===== config.mk =====
export PLATFORM = sky130hd
export DESIGN_NAME = monitor_semaforo
export DESIGN_NICKNAME = d
export VERILOG_FILES = /design/src/rtl/monitor_semaforo.sv
export SDC_FILE = /design/constraint.sdc
export NUM_CORES = 1
export LEC_CHECK = 0
export CORE_ASPECT_RATIO = 0.8
export CORE_MARGIN = 5
export CORE_UTILIZATION = 35
export DETAILED_ROUTE_END_ITERATION = 10
export PLACE_DENSITY = 0.68
export SLEW_MARGIN = 20
export SYNTH_ARGS = -nofsm -noshare
export SYNTH_HDL_FRONTEND = slang
export SYNTH_SLANG_ARGS = --single-unit

===== constraint.sdc =====
create_clock -name clk -period 2.33 [get_ports clk]
set_input_delay 0.5825 -clock clk [delete_from_list [all_inputs] [get_ports clk]]
set_output_delay 0.5825 -clock clk [all_outputs]
set_load 0.02 [all_outputs]

===== src/rtl/monitor_semaforo.sv =====
// Two-light traffic signal monitor: sticky first-error code (illegal/transition/conflict/timing), 1-cycle latency, no backpressure.
// Define MONITOR_TIMING_EN to add per-light duration counters and the timing (code 4) check.
module monitor_semaforo #(
  parameter logic [7:0] T_VERDE   = 8'd1,
  parameter logic [7:0] T_AMARELO = 8'd3
) (
  input  logic       clk,
  input  logic       rst,
  input  logic [2:0] A,
  input  logic [2:0] B,
  output logic       err,
  output logic [2:0] err_code,
  output logic [7:0] ciclos_a
);

  localparam logic [2:0] VERDE    = 3'b001;
  localparam logic [2:0] AMARELO  = 3'b010;
  localparam logic [2:0] VERMELHO = 3'b100;

  localparam logic [2:0] E_NONE     = 3'd0;
  localparam logic [2:0] E_ILEGAL   = 3'd1;
  localparam logic [2:0] E_TRANSICAO = 3'd2;
  localparam logic [2:0] E_CONFLITO = 3'd3;
  localparam logic [2:0] E_TEMPO    = 3'd4;

  function automatic logic is_legal(input logic [2:0] s);
    return (s == VERDE) || (s == AMARELO) || (s == VERMELHO);
  endfunction

  function automatic logic step_ok(input logic [2:0] p, input logic [2:0] c);
    return (c == p) ||
           (p == VERDE    && c == AMARELO)  ||
           (p == AMARELO  && c == VERMELHO) ||
           (p == VERMELHO && c == VERDE);
  endfunction

  logic [2:0] prev_a_q, prev_a_d;
  logic [2:0] prev_b_q, prev_b_d;
  logic       valid_q, valid_d;
  logic       err_q, err_d;
  logic [2:0] code_q, code_d;
  logic [7:0] ciclos_q, ciclos_d;

  logic       a_ok, b_ok, pa_ok, pb_ok;
  logic       c_ilegal, c_trans, c_confl, c_tempo;
  logic [2:0] code_now;

`ifdef MONITOR_TIMING_EN
  logic [7:0] dur_a_q, dur_a_d;
  logic [7:0] dur_b_q, dur_b_d;

  // Only the departure from a timed state is judged; holding or leaving red is free.
  function automatic logic time_ok(input logic [2:0] p, input logic [2:0] c,
                                   input logic [7:0] dur);
    if (c == p)       return 1'b1;
    if (p == AMARELO) return dur == T_AMARELO;
    if (p == VERDE)   return dur >= T_VERDE;
    return 1'b1;
  endfunction

  function automatic logic [7:0] dur_next(input logic [2:0] p, input logic [2:0] c,
                                          input logic [7:0] dur);
    if (c != p)        return 8'd1;
    if (dur == 8'hFF)  return 8'hFF;
    return dur + 8'd1;
  endfunction
`else
  logic unused_timing_cfg;
  assign unused_timing_cfg = ^{T_VERDE, T_AMARELO};
`endif

  always_comb begin
    a_ok  = is_legal(A);
    b_ok  = is_legal(B);
    pa_ok = is_legal(prev_a_q);
    pb_ok = is_legal(prev_b_q);

    c_ilegal = !a_ok || !b_ok;
    c_trans  = valid_q && ((a_ok && pa_ok && !step_ok(prev_a_q, A)) ||
                           (b_ok && pb_ok && !step_ok(prev_b_q, B)));
    c_confl  = (A != VERMELHO) && (B != VERMELHO);
`ifdef MONITOR_TIMING_EN
    c_tempo  = valid_q && ((a_ok && pa_ok && !time_ok(prev_a_q, A, dur_a_q)) ||
                           (b_ok && pb_ok && !time_ok(prev_b_q, B, dur_b_q)));
`else
    c_tempo  = 1'b0;
`endif

    if (c_ilegal)      code_now = E_ILEGAL;
    else if (c_trans)  code_now = E_TRANSICAO;
    else if (c_confl)  code_now = E_CONFLITO;
    else if (c_tempo)  code_now = E_TEMPO;
    else               code_now = E_NONE;

    err_d  = err_q;
    code_d = code_q;
    if (!err_q && code_now != E_NONE) begin
      err_d  = 1'b1;
      code_d = code_now;
    end

    // An illegal sample leaves that light's history untouched.
    prev_a_d = a_ok ? A : prev_a_q;
    prev_b_d = b_ok ? B : prev_b_q;
    valid_d  = 1'b1;

    ciclos_d = ciclos_q;
    if (valid_q && prev_a_q == VERMELHO && A == VERDE)
      ciclos_d = ciclos_q + 8'd1;

`ifdef MONITOR_TIMING_EN
    dur_a_d = a_ok ? dur_next(prev_a_q, A, dur_a_q) : dur_a_q;
    dur_b_d = b_ok ? dur_next(prev_b_q, B, dur_b_q) : dur_b_q;
`endif
  end

  always_ff @(posedge clk or posedge rst) begin
    if (rst) begin
      prev_a_q <= 3'd0;
      prev_b_q <= 3'd0;
      valid_q  <= 1'b0;
      err_q    <= 1'b0;
      code_q   <= E_NONE;
      ciclos_q <= 8'd0;
`ifdef MONITOR_TIMING_EN
      dur_a_q  <= 8'd0;
      dur_b_q  <= 8'd0;
`endif
    end else begin
      prev_a_q <= prev_a_d;
      prev_b_q <= prev_b_d;
      valid_q  <= valid_d;
      err_q    <= err_d;
      code_q   <= code_d;
      ciclos_q <= ciclos_d;
`ifdef MONITOR_TIMING_EN
      dur_a_q  <= dur_a_d;
      dur_b_q  <= dur_b_d;
`endif
    end
  end

  assign err      = err_q;
  assign err_code = code_q;
  assign ciclos_a = ciclos_q;

endmodule


==> results.txt, run 1 <==
----------------------------------------------------
[Placed design]
  Post-Place Cells ... between 150 and 200
  Number of port buffers ... 18
  Post-detail-place hpwl ... 1660 microns
  Pre-CTS setup slack ... -13.8 ps
  RePlAce Congestion ... ~0.88

[STA]
  Number of failing setup endpoints in the final timing report ... 0
  Max-slew violation total from the final report ... 0
  Final worst path period share ... 0.888
  Fin Hold WS ... 467 ps
  Setup repair after global routing missed its margin ... false
  Final setup skew ... ~1.0 ps
  Final-report hold violation count ... 0
  Worst slew margin ... 0.557
  Setup ws final ... between 200 and 300 ps
  Fmax ... between 0.4 and 0.5 GHz
  Worst Tran Pin Value ... 664 ps
  Final worst path period need ... slightly above 2000 ps

[Worst setup path]
  Data required time of the worst path ... around 2500 ps
  Crit Path Max Fanout ... 8
  FF-to-FF setup slack ... 740 ps
  Arrival time at the worst endpoint ... between 2000 and 2500 ps
  Type of destination of the critical path ... flip-flop
  Capture point of the worst reg-to-reg path ... ciclos_a[1]
  Category of the worst setup path launch point ... input port
  Crit Reg-Reg Startpoint ... prev_a_q[0]
  Worst reg2reg path depth ... 3
  Class of the most critical setup path ... input port to flip-flop

[Final layout]
  Antenna cells ... 0
  Register area ... 450 sq um
  Signed area change from the synthesized netlist to the final layout ... 29.0%
  Filler cells ... 265
  Combined area of the multi-input logic cells ... 492 sq um
  Post-layout utilization of the core ... 0.473
  Layout cells sized above 1 ... 0.143
  Number of nets in the finished design ... ~140
  Count of placed standard cells in the final layout, fillers left out ... 164

[Clocking]
  Longest Clk Path Bufs ... 2
  Clock buffers created by TritonCTS ... 3
  Max H-tree Level ... 1
  Number of gates given a new drive strength after cts ... 0
  CTS Sinks ... 18
  Clock transition at the registers of the reported paths ... roughly 60 ps
  Cell chosen for the clock root ... sky130_fd_sc_hd__clkbuf_8
  Post-cts hold buffer count ... 0
  TritonCTS clock tree ... done
  Number of post-CTS setup repair buffers ... 0
  Insertion delay to the later sink of the worst-skew pair ... 250 ps

[Synth]
  Synth cell count leaders ... 18 x sky130_fd_sc_hd__dfrtp_1, 8 x sky130_fd_sc_hd__nor2_1, 7 x sky130_fd_sc_hd__inv_1, 7 x sky130_fd_sc_hd__o21ai_0
  Post-Synthesis Cell Area ... approximately 1000 sq um
  Average cell area after synthesis ... roughly 10 sq um
  Yosys top cell area share ... 0.441
  Yosys reg bits ... 18
  Fraction of the yosys area taken by sequential cells ... 0.441
  Count of synthesis-stage warnings from yosys ... 0
  Nets in the synthesized netlist ... about 110
  Cells taking the most area after synthesis ... sky130_fd_sc_hd__dfrtp_1 44%, sky130_fd_sc_hd__xnor2_1 5.1%, sky130_fd_sc_hd__nand4_1 3.7%
  Dominant cell type by area after synthesis ... sky130_fd_sc_hd__dfrtp_1
  Async set or reset register ratio after synthesis ... 1.00
  Cell count after synthesis ... between 100 and 150
  Most common cell in the synthesized netlist ... sky130_fd_sc_hd__dfrtp_1
  Post-synthesis cell type count ... 39
  Main flop type after synthesis ... sky130_fd_sc_hd__dfrtp_1
  EDFF count, synth ... 0

[Global route]
  Pin count of the biggest net entering global routing ... 19
  Number of antenna violations at the first check in global routing ... 0
  Vias in the first global route ... 772
  Gr ovfl total ... 0
  Aggregate global-route resource usage ... 0.108
  First-pass GRT wire length ... around 3600 microns

[Floorplan]
  Initial Utilization ... 0.367
  Standard cell core area ... 2790 sq um
  Area of the die ... 4110 sq um
  Die H ... around 58 microns
  Row count ... 17
  Chip width ... between 70 and 80 microns
  I/O pin cnt ... 20

[Power and ir drop]
  Static Leak ... 0.560 nW
  Worst VDD drop ... between 0.3 and 0.4 mV
  Power Density ... 620 nW/um^2
  Tot Pwr ... approximately 0.8 mW

[Worst hold path]
  Endpoint with the worst hold slack ... ciclos_a[7]
  Hold Crit Depth ... 1
  Hold Crit Start ... ciclos_a[7]
  Worst hold path type ... flip-flop to flip-flop

[Routing]
  Routed Antenna Nets ... 0
  Routed length on met3 ... around 60 microns
  Iteration-0 DRC count of the detailed router ... 60
  First-pass detailed-route iteration total ... 4
  Top layer reached by signal wires ... met4
  DR WL/cell ... ~13 microns
  Aggregate routed wire length ... ~2100 microns
  Number of vias in the routed layout ... just over 800
  Routed wire length on met2 ... ~1000 microns
  Detailed-route wire length on metal 1 ... 996 microns
  DRC violations left ... 0
  Ratio of routed vias to standard cells ... slightly below 5

[Status]
  Run status ... finished clean

[Run]
  # Max-Cap Violations ... 0

----------------------------------------------------
[worst max-delay path: stages]
cell and delay, ps:
sky130_fd_sc_hd__clkdlybuf4s50_1 530, sky130_fd_sc_hd__nor4b_4 320, sky130_fd_sc_hd__and4_1 410, sky130_fd_sc_hd__mux2_1 360
[power breakdown]
part	internal [mW]	leakage (nW)	switching, mW
clock network	0.150	0.0288	0.0974
logic	0.0891	0.303	0.0908
registers	0.346	0.228	0.0437
total	0.585	0.560	0.232
[per-stage QoR]
step | setup TNS [ps] | area [sq um]
after floorplan | 0 | 1020
after global placement | 0 | 1260
after detailed placement | -13.8 | 1260
after CTS | 0 | 1320
after global routing | 0 | 1320
final | 0 | 1320
[sequential cells by signal, summed over array words and instances, names as in the netlist]
register and flops:
prev_a_q 3, prev_b_q 3, valid_q 1, err_code 2
err 1, ciclos_a 8
[how the worst max path moves through the flow]
stage,start,endpoint,slack [ps]
2_1_floorplan,B[2],err,680
3_3_place_gp,A[2],ciclos_a[1],20
3_5_place_dp,A[2],ciclos_a[1],-10
4_1_cts,A[2],ciclos_a[1],250
5_1_grt,A[2],err,180
6_report,A[2],ciclos_a[1],260
[kinds of logic after synthesis]
| family | share of synthesized area |
|---|---|
| compound gates | 0.164 |
| flops | 0.441 |
| simple gates | 0.226 |
| fa+ha+maj | 0.0122 |
| buf+inv | 0.0783 |
| mux | 0.0110 |
| xor+xnor | 0.0600 |
| other cells | 0.00735 |
[final cells by class]
class | instances | share of cell area
inverter | 7 | 0.0199
multi-input combinational | 70 | 0.373
sequential | 18 | 0.342
clock buffer | 4 | 0.0417
timing repair buffer | 27 | 0.188
tap | 38 | 0.0361
[placed cells by master (no fill, tap or decap), drive strengths merged, types with 2 or more instances in the layout]
cell           Yosys  routed
nand2              3       3
o21ai              8       8
nand4              6       6
or3                2       2
a21oi              5       5
o32ai              3       3
conb               2       2
nor3b              2       2
dfrtp             18      18
nor2               8       8
buf                6       9
and3               2       2
nor3               2       2
xnor2              6       6
and2               2       2
inv                7       7
clkbuf             1       4
nor4bb             3       3
clkdlybuf4s50      0      18
[per-layer routing]
metal,GRT usage,up-vias
met5,0,-
met1,0.138,385
met3,0.0290,2
met2,0.183,9
li1,-,417
met4,0.0301,0
(Power assumes the default switching activity.)
==> run 2: changes to the inputs <==
--- a/config.mk
+++ b/config.mk
@@ -9,6 +9,7 @@
 export CORE_MARGIN = 5
 export CORE_UTILIZATION = 35
 export DETAILED_ROUTE_END_ITERATION = 10
+export GPL_TIMING_DRIVEN = 1
 export PLACE_DENSITY = 0.68
 export SLEW_MARGIN = 20
 export SYNTH_ARGS = -nofsm -noshare
==> results of run 2 <==
Final layout, timing and power as in run 1 (identical DEF).
